`src/rtl/led_pattern_sequencer.sv`:
```
// LED bank sequencer: 1 ms prescaler, step counter and a mode FSM
// driving OFF / BLINK / CHASE / BOUNCE patterns on four LEDs.
module led_pattern_sequencer #(
    parameter int unsigned TICK_DIV   = 50_000,
    parameter int unsigned STEP_TICKS = 250
) (
    input  logic       clk,
    input  logic       rst,
    input  logic       enable,
    input  logic       mode_next,
    input  logic [1:0] period_sel,
    output logic [3:0] led,
    output logic [1:0] mode,
    output logic       tick
);

    localparam int unsigned PW = $clog2(TICK_DIV);
    localparam int unsigned SW = $clog2(STEP_TICKS * 8);
    localparam logic [PW-1:0] PMAX = PW'(TICK_DIV - 1);

    typedef enum logic [1:0] {
        M_OFF    = 2'd0,
        M_BLINK  = 2'd1,
        M_CHASE  = 2'd2,
        M_BOUNCE = 2'd3
    } mode_e;

    mode_e         mode_q, mode_d;
    logic [3:0]    pat_q, pat_d;
    logic          dir_dn_q, dir_dn_d;
    logic [PW-1:0] presc_q, presc_d;
    logic [SW-1:0] step_q, step_d;
    logic [1:0]    psel_q, psel_d;
    logic [3:0]    led_q, led_d;
    logic          tick_q, tick_d;

    logic [SW-1:0] lim_m1;
    logic          wrap;
    logic          step_fire;

    // Last step-counter value of the current period, from the latched multiplier.
    always_comb begin
        lim_m1    = SW'((STEP_TICKS << psel_q) - 1);
        wrap      = enable && (presc_q == PMAX);
        step_fire = wrap && (step_q == lim_m1);
    end

    // Next-state: mode change beats a step; disable freezes everything.
    always_comb begin
        mode_d   = mode_q;
        pat_d    = pat_q;
        dir_dn_d = dir_dn_q;
        presc_d  = presc_q;
        step_d   = step_q;
        psel_d   = psel_q;
        if (mode_next) begin
            mode_d   = mode_e'(mode_q + 2'd1);
            presc_d  = '0;
            step_d   = '0;
            psel_d   = period_sel;
            dir_dn_d = 1'b0;
            unique case (mode_d)
                M_OFF:    pat_d = 4'b0000;
                M_BLINK:  pat_d = 4'b1111;
                M_CHASE:  pat_d = 4'b0001;
                M_BOUNCE: pat_d = 4'b0001;
            endcase
        end else if (enable) begin
            presc_d = wrap ? '0 : presc_q + 1'b1;
            if (wrap) begin
                step_d = step_fire ? '0 : step_q + 1'b1;
            end
            if (step_fire) begin
                psel_d = period_sel;
                unique case (mode_q)
                    M_OFF:   pat_d = pat_q;
                    M_BLINK: pat_d = ~pat_q;
                    M_CHASE: pat_d = {pat_q[2:0], pat_q[3]};
                    M_BOUNCE: begin
                        if (!dir_dn_q) begin
                            pat_d = pat_q << 1;
                            if (pat_q == 4'b0100) dir_dn_d = 1'b1;
                        end else begin
                            pat_d = pat_q >> 1;
                            if (pat_q == 4'b0010) dir_dn_d = 1'b0;
                        end
                    end
                endcase
            end
        end
        tick_d = enable && (presc_d == PMAX);
        led_d  = (enable && (mode_q != M_OFF)) ? pat_q : 4'b0000;
    end

    // State and output registers.
    always_ff @(posedge clk or negedge rst) begin
        if (!rst) begin
            mode_q   <= M_OFF;
            pat_q    <= 4'b0000;
            dir_dn_q <= 1'b0;
            presc_q  <= '0;
            step_q   <= '0;
            psel_q   <= 2'd0;
            led_q    <= 4'b0000;
            tick_q   <= 1'b0;
        end else begin
            mode_q   <= mode_d;
            pat_q    <= pat_d;
            dir_dn_q <= dir_dn_d;
            presc_q  <= presc_d;
            step_q   <= step_d;
            psel_q   <= psel_d;
            led_q    <= led_d;
            tick_q   <= tick_d;
        end
    end

    assign led  = led_q;
    assign mode = mode_q;
    assign tick = tick_q;

endmodule

```
`config.mk`:
```
export PLATFORM = sky130hd
export DESIGN_NAME = led_pattern_sequencer
export DESIGN_NICKNAME = d
export VERILOG_FILES = /design/src/rtl/led_pattern_sequencer.sv
export SDC_FILE = /design/constraint.sdc
export NUM_CORES = 1
export LEC_CHECK = 0
export ABC_AREA = 1
export BUFFER_PORTS_ARGS = -buffer_cell sky130_fd_sc_hd__buf_2
export CAP_MARGIN = 25
export CORE_MARGIN = 5
export CORE_UTILIZATION = 55
export DETAILED_ROUTE_END_ITERATION = 6
export PLACE_DENSITY_LB_ADDON = 0.3
export REMOVE_ABC_BUFFERS = 1
export SYNTH_ARGS = -nofsm -noshare
export SYNTH_HDL_FRONTEND = slang
export SYNTH_SLANG_ARGS = --single-unit
```
`constraint.sdc`:
```
create_clock -name clk -period 2.2 [get_ports clk]
set_input_delay 0.44 -clock clk [delete_from_list [all_inputs] [get_ports clk]]
set_output_delay 0.44 -clock clk [all_outputs]
set_load 0.01 [all_outputs]
```
* Word-level counts from Yosys, hierarchy flattened
Index checks and enable logic that the tools add are counted.
** Storage, ports and cells
- Register bits after elaboration :: 41
- Latch bits :: 0
- Memory bits (writable) :: 0
- Bits in read-only memories :: 0
- Input port bits :: 6
- Output and inout bits :: 7
- Memories :: 0
** Operators by class
- $add $sub $neg :: 4
- Multiply operators :: 0
- Div/mod/pow operators :: 0
- Magnitude comparators :: 0
- Equal/unequal tests :: 12
- Shift operators :: 1
- Multiplexer cells :: 24
- Bitwise gates (word level) :: 1
- Reduce and logical (&&, ||, !) cells :: 16
** Operators by type and width (number)
- $mux 16 :: 3
- $mux 11 :: 4
- $eq 16x16->1 const B :: 2
- $pmux 4 s3 :: 2
- $mux 4 :: 5
- $add 16x1->16 const B :: 1
- $add 11x1->11 const B :: 1
- $eq 11x11->1 :: 1
- $shl 8x2->11 const A :: 1
- $sub 11x1->11 const B :: 1
- $reduce_bool 2->1 :: 5
- $eq 2x2->1 const B :: 4
- $mux 1 :: 7
- $mux 2 :: 3
- $reduce_and 3->1 :: 2
- $eq 2x1->1 const B :: 2
- $eq 4x2->1 const B :: 1
- $eq 4x3->1 const B :: 1
- $logic_and 1x1->1 :: 4
- $logic_not 2->1 :: 2
- $not 4->4 :: 1
- $reduce_and 2->1 :: 2
- $add 2x1->2 const B :: 1
- $ne 2x2->1 const B :: 1
- $reduce_or 2->1 :: 1

* Logic depth before layout (Yosys ltp)
Gate-level depths: netlist of run 1.
- Depth after elaboration :: 8
- Gate-level depth with buffers :: 13
- Depth with buffers taken out :: 13

* Least setup slack after synthesis of run 1
OpenSTA, ideal clock, no wires.
- Path kind :: register -> register
- Start :: register psel_q[1]
- End :: register dir_dn_q
- Arrival :: 1.735 ns
- Data required time :: 2.134 ns
- Setup slack :: 0.399 ns
- Cell stages (with the launch flop) :: 13
- Path through :: dfrtp_1 -> inv_2 -> ha_1 -> nand2_1 -> nand3_1 -> nor2_1 -> nand3_1 -> nor2_1 -> nand3_2 -> nand2_4 -> buf_6 -> nand3_1 -> nand2_1
** Between the ends
- Cells in the longest elaborated chain, start to end :: 6
** Ends and longest elaborated chain
- start, declared :: RTL line 33 : logic [1:0] psel_q, psel_d;
- start signal, assigned :: RTL line 112 : psel_q <= psel_d;
- $shl 8x2->11 :: RTL line 43 : lim_m1 = SW'((STEP_TICKS << psel_q) - 1);
- $sub 11x1->11 :: RTL line 43
- $eq 11x11->1 :: RTL line 45 : step_fire = wrap && (step_q == lim_m1);
- $logic_and 1x1->1 :: RTL line 45
- $reduce_bool 2->1 (no line)
- $reduce_and 3->1 (no line)
- end signal, assigned :: RTL line 109 : dir_dn_q <= dir_dn_d;
- end, declared :: RTL line 30 : logic dir_dn_q, dir_dn_d;
No other way between the ends.
A chain may end at the register's enable or synchronous reset.

* Worst setup path after layout of run 1
- Start :: register psel_q[0]
- End :: register dir_dn_q
Same word-level chain as after synthesis.

==> results.json, run 1 <==
{
  "status": "finished clean",
  "ys_top_cells_by_count": "nand2_1 (94), nor2_1 (64), inv_1 (61)",
  "cpPeakStageDelay_ps": 400,
  "dr.pass1.iters": 5,
  "sw_frac_of_total": 0.3480,
  "die_w_um": 80.60,
  "crit_chain": "inv_1 > ha_1 > inv_1 > nand2_1 > nand2_1 > nor2_1 > nand3_1 > nor2_2 > nand3_2 > nand2_8 > nand2_1 > nand2_1 > nand2_1",
  "ctsHoldBuffers": 0,
  "syn-mean-instance-area_um2": 6.905,
  "crit_top_cell": "nand2_1",
  "cts_root_buf": "clkbuf_8",
  "slew_viol_final": 0,
  "cts_htree_levels": 2,
  "grt_antenna_before_repair": 0,
  "portBuffers": 12,
  "ys_seq_area_frac": 0.3743,
  "synth_edf_count": 0,
  "cts_tree": "built",
  "synth_top_area_frac": 0.3743,
  "first_global_vias": 2440,
  "power.density_mw_per_mm2": 650.1,
  "rsz0062_at_grt": "no",
  "reg2regPathDepth": 13,
  "via_count": 2595,
  "syn2layout_area_growth_pct": 7.850,
  "fp-row-count": 25,
  "post-route-drc-count": 0,
  "synth_cell_types": 28,
  "place_area_mm2": 0.002863,
  "die_h_um": 80.60,
  "setup-tns-final_ps": 0,
  "ys_warn_count": 0,
  "worstSetupEndpointType": "flop",
  "clock_latency_ps": 290,
  "ys_seq_elements": 41,
  "antenna_left": 0,
  "grt_start_max_net_pins": 42,
  "synth_most_common_cell": "nand2_1",
  "final_hold_viol_count": 0,
  "dp_hpwl_mm": 4.677,
  "grt_use_total": 0.2151,
  "synth_top_cell_by_area": "dfrtp_1",
  "required_ps": 2390,
  "postSynthCellCount": 397,
  "r2r-start": "psel_q[0]",
  "clock_skew_ps": 8.041,
  "viasPerCell": 5.395,
  "grt_pass1_wl_mm": 11.10,
  "cap_violations": 0,
  "p_seq_frac": 0.485,
  "crit_fanout": 17,
  "clk_pin_slew_ps": 80,
  "postCtsSetupRepairBufs": 0,
  "rr_endpoint": "dir_dn_q",
  "maxSlewHeadroom": 0.6590,
  "die_area_mm2": 0.006496,
  "fin_area_mm2": 0.002957,
  "worst-setup-path-type": "reg2reg",
  "start_kind": "flop",
  "antenna_cells": 0,
  "pwr-share-comb": 0.271,
  "synth-async-reset-ratio": 1.000,
  "p_leak_nw": 1.454,
  "initial_utilization": 0.5728,
  "drive_above_1_share": 0.07971,
  "fmax_mhz": 517.8,
  "p_int_mw": 1.253,
  "synthesis.area_mm2": 0.002741,
  "irDropWorstVdd_mv": 0.6840,
  "ios": 13,
  "period_minus_slack_ps": 1931,
  "overflow": 0,
  "routed_wl_mm": 6.262,
  "critPathSlowestCell": "dfrtp_1",
  "fin_nets": 429,
  "drtIter0Drc": 175,
  "arrival_ps": 2120,
  "finalSetupViolations": 0,
  "synth_ff_type": "dfrtp_1",
  "pwr-share-clk": 0.243,
  "post-route-period-util": 0.8778,
  "cts_buffers": 5,
  "place_congestion": 0.9570,
  "synth_area_leaders": "dfrtp_1 (37%), nand2_1 (13%), nor2_1 (8.8%)",
  "cts.path.max_buffers": 2,
  "power_mw": 1.922,
  "n_fill_cell": 449,
  "worstMarginPinSlew_ps": 511.6,
  "design.core.area_mm2": 0.004786,
  "wire_per_inst_um": 13.02,
  "switchingPower_mw": 0.6689,
  "r2r_slack_ps": 270,
  "hold_path_class": "in2async",
  "critPathLaunch": "psel_q[0]",
  "clock-sinks": 41
}
power groups by stage:
stage / Clock, mW / Sequential [mW] / Combinational [mW]
CTS: 0.484 / 0.931 / 0.519
floorplan: 0 / 0.950 / 0.338
global placement: 0 / 0.943 / 0.501
global route: 0.520 / 0.952 / 0.612
detailed placement: 0 / 0.945 / 0.512
finish: 0.467 / 0.933 / 0.522
layout by cell type (no fill, tap or decap), types with 3 or more instances in the layout:
| master | n |
|---|---|
| nand3_1 | 45 |
| nor2_4 | 4 |
| clkbuf_8 | 5 |
| nand2_1 | 94 |
| dfrtp_1 | 41 |
| a21oi_1 | 7 |
| nand4_1 | 14 |
| buf_4 | 4 |
| xor2_1 | 9 |
| buf_2 | 12 |
| inv_1 | 61 |
| nor2_1 | 63 |
| ha_1 | 10 |
| o21ai_0 | 13 |
| nor4_1 | 3 |
| nor3_1 | 11 |
final cells by class:
type / instances / area, um^2 / area share
inverter: 62 / 232.7 / 0.07871
sequential: 41 / 1026 / 0.3470
clock inverter: 2 / 10.01 / 0.003386
clock buffer: 6 / 72.57 / 0.02455
tap: 67 / 83.83 / 0.02835
multi-input combinational: 287 / 1441 / 0.4875
timing repair buffer: 16 / 90.09 / 0.03047
flip-flops by register name, summed over array words and instances, names as in the netlist:
| name | cells |
|---|---|
| mode | 2 |
| dir_dn_q | 1 |
| tick | 1 |
| psel_q | 2 |
| step_q | 11 |
| pat_q | 4 |
| presc_q | 16 |
| led | 4 |
per-stage QoR:
step                utilization  hold slack (ps)  instances  setup WS [ps]
floorplan                     -            144.4        390          406.8
global placement         0.5982            525.2        473          285.3
detailed placement       0.5982            530.7        473          275.1
CTS                      0.6154            217.0        481          258.4
global route             0.6178            243.8        481          68.24
finish                   0.6178            197.8        481          268.9
kinds of logic after synthesis:
logic type               synth area share
adder cells (fa/ha/maj)           0.04564
flip-flops                         0.3743
XOR/XNOR                          0.02876
AND/OR/NAND/NOR                    0.3939
buffers and inverters              0.1041
AO/OA/AOI/OAI                     0.05340
worst max-delay path by stage:
stage                          end  slack (ps)
after floorplan           dir_dn_q         410
after detailed placement  dir_dn_q         280
after global placement    dir_dn_q         290
after global routing      dir_dn_q          70
final                     dir_dn_q         270
after CTS                 dir_dn_q         260
metal layers:
metal | global-route usage | share of wire
met4 | 0.07095 | 0.012
met3 | 0.03475 | 0.064
met1 | 0.2956 | 0.46
met5 | 0 | 0
met2 | 0.3444 | 0.47
critical path, delay by kind of cell (launching register included):
family | cells | cell delay (ps)
flip-flops | 1 | 400
AND/OR/NAND/NOR | 10 | 960
adder cells (fa/ha/maj) | 1 | 240
buffers and inverters | 2 | 210
repair_timing:
item                                    in CTS  in global routing
endpoints found under the setup margin       0                  2
hold endpoints to repair                     0                  0
resized for setup                            0                  2
No activity file was read; power rests on OpenSTA's default activity.
==> inputs of run 2 (changes only) <==
--- a/config.mk
+++ b/config.mk
@@ -5,11 +5,12 @@
 export SDC_FILE = /design/constraint.sdc
 export NUM_CORES = 1
 export LEC_CHECK = 0
-export ABC_AREA = 1
 export BUFFER_PORTS_ARGS = -buffer_cell sky130_fd_sc_hd__buf_2
-export CAP_MARGIN = 25
+export CAP_MARGIN = 20
+export CELL_PAD_IN_SITES_DETAIL_PLACEMENT = 1
+export CELL_PAD_IN_SITES_GLOBAL_PLACEMENT = 2
 export CORE_MARGIN = 5
-export CORE_UTILIZATION = 55
+export CORE_UTILIZATION = 39
 export DETAILED_ROUTE_END_ITERATION = 6
 export PLACE_DENSITY_LB_ADDON = 0.3
 export REMOVE_ABC_BUFFERS = 1
==> results.json, run 2 <==
{
  "arrival_ps": 2300,
  "cts_buffers": 5,
  "postLayoutCoreUtil": 0.4755,
  "crit_chain": "or4b_4 > a211oi_4 > nand3_4 > or2_4 > a311o_1",
  "detailedPlace.worstSlack_ps": 24.76,
  "ctsHoldBuffers": 0,
  "place_congestion": 0.8085,
  "rr_endpoint": "pat_q[0]",
  "irDropWorstVdd_mv": 0.5082,
  "path_buf_inv": 0,
  "viasPerCell": 5.555,
  "synthesis.area_mm2": 0.002556,
  "synth_top_cell_by_area": "dfrtp_1",
  "layout_commonest_cell": "dfrtp_1",
  "fin_nets": 318,
  "syn-mean-instance-area_um2": 9.503,
  "ios": 13,
  "hold_ws_ps": 26.61,
  "via_count": 2111,
  "reg2regPathDepth": 5,
  "critPathSlowestCell": "or4b_4",
  "top_register": "presc_q",
  "drtIter0Drc": 102,
  "crit_fanout": 8,
  "dr.pass1.iters": 4,
  "clock-sinks": 41,
  "design.core.area_mm2": 0.006350,
  "worstSetupEndpointType": "flop",
  "final_cell_mix": "dfrtp_1 (40), buf_4 (30), nor2_1 (29)",
  "ys_top_cells_by_count": "dfrtp_1 (41), nor2_1 (30), nand2_1 (16)",
  "clk_pin_slew_ps": 90,
  "required_ps": 2380,
  "synth-async-reset-ratio": 1.000,
  "ys_seq_elements": 41,
  "p_leak_nw": 1.242,
  "worst-setup-path-type": "reg2reg",
  "n_fill_cell": 745,
  "initial_utilization": 0.4026,
  "cts_root_buf": "clkbuf_8",
  "postSynthCellCount": 269,
  "syn2layout_area_growth_pct": 18.11,
  "hold_path_class": "in2async",
  "synth_top_area_frac": 0.4014,
  "fp-row-count": 29,
  "r2r_slack_ps": 80,
  "synth_ff_type": "dfrtp_1",
  "grt_use_total": 0.1646,
  "grt_antenna_before_repair": 0,
  "antenna_cells": 0,
  "cts_htree_levels": 2,
  "largest_register_ffs": 16,
  "stdcell_count": 380,
  "power.density_mw_per_mm2": 685.5,
  "routed_wl_mm": 6.662,
  "worstMarginPinSlew_ps": 458.3,
  "grt_start_max_net_pins": 19,
  "final_hold_viol_count": 0,
  "slew_viol_final": 0,
  "die_w_um": 90.96,
  "place_inst": 368,
  "status": "finished clean",
  "die_area_mm2": 0.008274,
  "synth_area_leaders": "dfrtp_1 (40%), ha_1 (4.9%), xnor2_1 (4.8%)",
  "synth_cell_types": 57,
  "fmax_mhz": 471.3,
  "overflow": 0,
  "clock_skew_ps": 17.30,
  "post-route-drc-count": 0,
  "cp_top_family": "simple AND/OR/NAND/NOR gates",
  "post-route-period-util": 0.9645,
  "drive_above_1_share": 0.2244,
  "cts.path.max_buffers": 2,
  "cts_tree": "built",
  "finalSetupViolations": 0,
  "dp_hpwl_mm": 4.975,
  "largest_registers": "presc_q (16), step_q (11)",
  "r2r-start": "psel_q[1]",
  "cap_violations": 0,
  "antenna_left": 0,
  "portBuffers": 12,
  "synth_most_common_cell": "dfrtp_1",
  "ys_seq_area_frac": 0.4014,
  "worst_slack_ps": 78.12,
  "period_minus_slack_ps": 2122,
  "multi_input_area_mm2": 0.001449,
  "maxSlewHeadroom": 0.6938,
  "cpPeakStageDelay_ps": 510,
  "grt_pass1_wl_mm": 11.14,
  "synth_edf_count": 0,
  "wire_per_inst_um": 17.53,
  "ys_warn_count": 0,
  "start_kind": "flop",
  "clock_latency_ps": 300,
  "first_global_vias": 2239,
  "die_h_um": 90.96,
  "register_area_mm2": 0.001027
}
run 2: changes by cell type after synthesis, sizes merged, moves of 8 or more:
cell,delta
nor2,-39
clkbuf,+8
xnor2,+14
nand2,-79
inv,-51
nand3,-33
run 2: layout make-up:
type / count / share of cell area
tap: 77 / 0.03191
clock inverter: 2 / 0.01243
inverter: 11 / 0.01368
sequential: 41 / 0.3402
timing repair buffer: 42 / 0.09449
multi-input combinational: 201 / 0.4799
clock buffer: 6 / 0.02735
run 2: worst max-delay path by stage:
stage	from	end	slack [ps]	cells past startpoint
3_3_place_gp	psel_q[1]	pat_q[0]	100	5
4_1_cts	presc_q[1]	tick	1	7
2_1_floorplan	step_q[2]	psel_q[0]	4	5
3_5_place_dp	presc_q[1]	tick	20	7
5_1_grt	psel_q[1]	pat_q[0]	-2	5
6_report	psel_q[1]	pat_q[0]	80	5
run 2: logic make-up (layout without fill, tap and decap cells):
| logic type | count (synthesis) | in the layout | synth area share |
|---|---|---|---|
| simple gates | 118 | 118 | 0.2619 |
| buf+inv | 27 | 61 | 0.04894 |
| flops | 41 | 41 | 0.4014 |
| compound gates | 42 | 42 | 0.1287 |
| fa+ha+maj | 10 | 10 | 0.04895 |
| xor+xnor | 27 | 27 | 0.09251 |
| mux | 4 | 4 | 0.01762 |
run 2: power breakdown:
group	switching (mW)	total, mW	internal, mW
Combinational	0.272	0.492	0.220
Clock	0.285	0.654	0.369
Sequential	0.0923	0.923	0.831
run 2: through the flow:
| step | total power [mW] | instance area, um^2 | setup TNS, ps |
|---|---|---|---|
| final | 2.070 | 3019 | 0 |
| after global routing | 2.200 | 3019 | -1.753 |
| after CTS | 2.083 | 2944 | 0 |
| after detailed placement | 1.425 | 2824 | 0 |
| after global placement | 1.410 | 2824 | 0 |
| after floorplan | 1.225 | 2472 | 0 |
run 2: timing repair:
action | in CTS | in global routing
setup buffers | 0 | 4
hold endpoints to repair | 0 | 0
resized for setup | 0 | 11
endpoints found under the setup margin | 0 | 10
run 2: routing by layer:
| metal | vias to the layer above | routed length, um | track usage |
|---|---|---|---|
| met4 | 0 | 75 | 0.04034 |
| met1 | 1053 | 3058 | 0.2145 |
| met3 | 7 | 121 | 0.03223 |
| li1 | 1035 | - | - |
| met2 | 16 | 3407 | 0.2806 |
| met5 | - | 0 | 0 |
==> inputs of run 3 (changes only) <==
--- a/config.mk
+++ b/config.mk
@@ -10,7 +10,8 @@
 export CELL_PAD_IN_SITES_DETAIL_PLACEMENT = 1
 export CELL_PAD_IN_SITES_GLOBAL_PLACEMENT = 2
 export CORE_MARGIN = 5
-export CORE_UTILIZATION = 39
+export CORE_UTILIZATION = 41
+export CTS_BUF_LIST = sky130_fd_sc_hd__clkbuf_4 sky130_fd_sc_hd__clkbuf_8
 export DETAILED_ROUTE_END_ITERATION = 6
 export PLACE_DENSITY_LB_ADDON = 0.3
 export REMOVE_ABC_BUFFERS = 1
==> results.json, run 3 (synthesis gave the netlist of run 2 again) <==
{
  "first_global_vias": 2302,
  "layout_commonest_cell": "dfrtp_1",
  "design.core.area_mm2": 0.005991,
  "place_congestion": 0.8118,
  "cts_root_buf": "clkbuf_8",
  "finalSetupViolations": 0,
  "worstSetupEndpointType": "flop",
  "initial_utilization": 0.4267,
  "sw_frac_of_total": 0.3020,
  "pwr-share-comb": 0.227,
  "viasPerCell": 5.630,
  "fmax_mhz": 469.2,
  "maxSlewHeadroom": 0.7048,
  "fin_nets": 318,
  "drtIter0Drc": 79,
  "largest_register_ffs": 16,
  "worst-setup-path-type": "reg2reg",
  "cts.path.max_buffers": 2,
  "power.density_mw_per_mm2": 710.4,
  "fp-row-count": 28,
  "cts_buffers": 5,
  "clock_latency_ps": 300,
  "via_count": 2128,
  "final_cell_mix": "dfrtp_1 (40), nor2_1 (30), buf_4 (29)",
  "die_area_mm2": 0.007914,
  "setup-tns-final_ps": 0,
  "start_kind": "flop",
  "grt_start_max_net_pins": 29,
  "syn2layout_area_growth_pct": 18.21,
  "status": "finished clean",
  "top_register": "presc_q",
  "cts_htree_levels": 2,
  "antenna_left": 0,
  "routed_wl_mm": 6.786,
  "portBuffers": 12,
  "pwr-share-clk": 0.341,
  "clk_pin_slew_ps": 80,
  "switchingPower_mw": 0.6483,
  "largest_registers": "presc_q (16), step_q (11)",
  "post-route-period-util": 0.9688,
  "worstMarginPinSlew_ps": 441.1,
  "slew_viol_final": 0,
  "crit_fanout": 8,
  "post-route-drc-count": 0,
  "ios": 13,
  "hold_path_class": "in2async",
  "cts_tree": "built",
  "irDropWorstVdd_mv": 0.5188,
  "rsz0062_at_grt": "no",
  "final_hold_viol_count": 0,
  "clock-sinks": 41,
  "p_seq_frac": 0.433,
  "clock_skew_ps": 8.419,
  "wire_per_inst_um": 17.95,
  "grt_antenna_before_repair": 0,
  "period_minus_slack_ps": 2131,
  "required_ps": 2380,
  "power_mw": 2.147,
  "overflow": 0,
  "antenna_cells": 0,
  "grt_pass1_wl_mm": 11.64,
  "die_w_um": 88.96,
  "ctsHoldBuffers": 0,
  "cap_violations": 0,
  "dp_hpwl_mm": 4.974,
  "grt_use_total": 0.1914,
  "drive_above_1_share": 0.2079,
  "arrival_ps": 2310,
  "dr.pass1.iters": 4,
  "p_int_mw": 1.498,
  "p_leak_nw": 1.272,
  "die_h_um": 88.96
}
run 3: changes by cell type in the layout (fill, tap and decap cells not counted), sizes merged:
cell / change
bufinv: +1
clkinv: +1
clkbuf: -1
clkinvlp: -1
run 3: path summary, 6_finish.rpt:
kind	from	endpoint	slack [ps]	cells past startpoint
min in group clk	period_sel[1]	psel_q[1]	360	2
max in group asynchronous	rst	step_q[0]	1490	2
min reg2reg	mode[0]	mode[0]	560	1
max reg2reg	step_q[9]	pat_q[0]	70	5
min	rst	step_q[6]	20	1
max	step_q[9]	pat_q[0]	70	5
run 3: critical path: stages, from the launching register on:
cell,delay (ps)
dfrtp_1,420
or4b_4,540
a211oi_4,280
nand3_4,160
or2_4,270
a311o_1,340
run 3: timing repair:
item	CTS	global route
setup endpoints to repair	0	9
setup buffers	0	3
resized for setup	0	6
run 3: power by group through the flow:
stage / clock (mW) / sequential [mW] / combinational [mW]
detailed placement: 0 / 0.942 / 0.476
global placement: 0 / 0.937 / 0.463
CTS: 0.746 / 0.927 / 0.481
global route: 0.785 / 0.941 / 0.555
finish: 0.731 / 0.929 / 0.487
floorplan: 0 / 0.938 / 0.287
run 3: final cells by class:
type                       instances  area, um^2
multi-input combinational        201        1428
clock inverter                     3       65.06
clock buffer                       5       68.82
tap                               75       93.84
timing repair buffer              42       297.8
fill                             690        2969
inverter                          11       41.29
sequential                        41        1027
run 3: per-stage QoR:
stage	cells	instance area, um^2	hold slack (ps)	worst slack, ps	utilization
after floorplan	253	2472	144.4	3.505	-
after global placement	367	2841	349.1	94.40	0.4743
after detailed placement	367	2841	350.3	68.18	0.4743
after CTS	375	2975	29.20	48.00	0.4967
after global routing	378	3022	32.83	2.044	0.5044
final	378	3022	22.42	68.67	0.5044
run 3: routing by layer:
metal	track usage	routed length (um)	up-vias
met3	0.03410	170	9
li1	-	-	1040
met2	0.3313	3432	21
met4	0.04871	84	0
met1	0.2480	3098	1058
met5	0	0	-
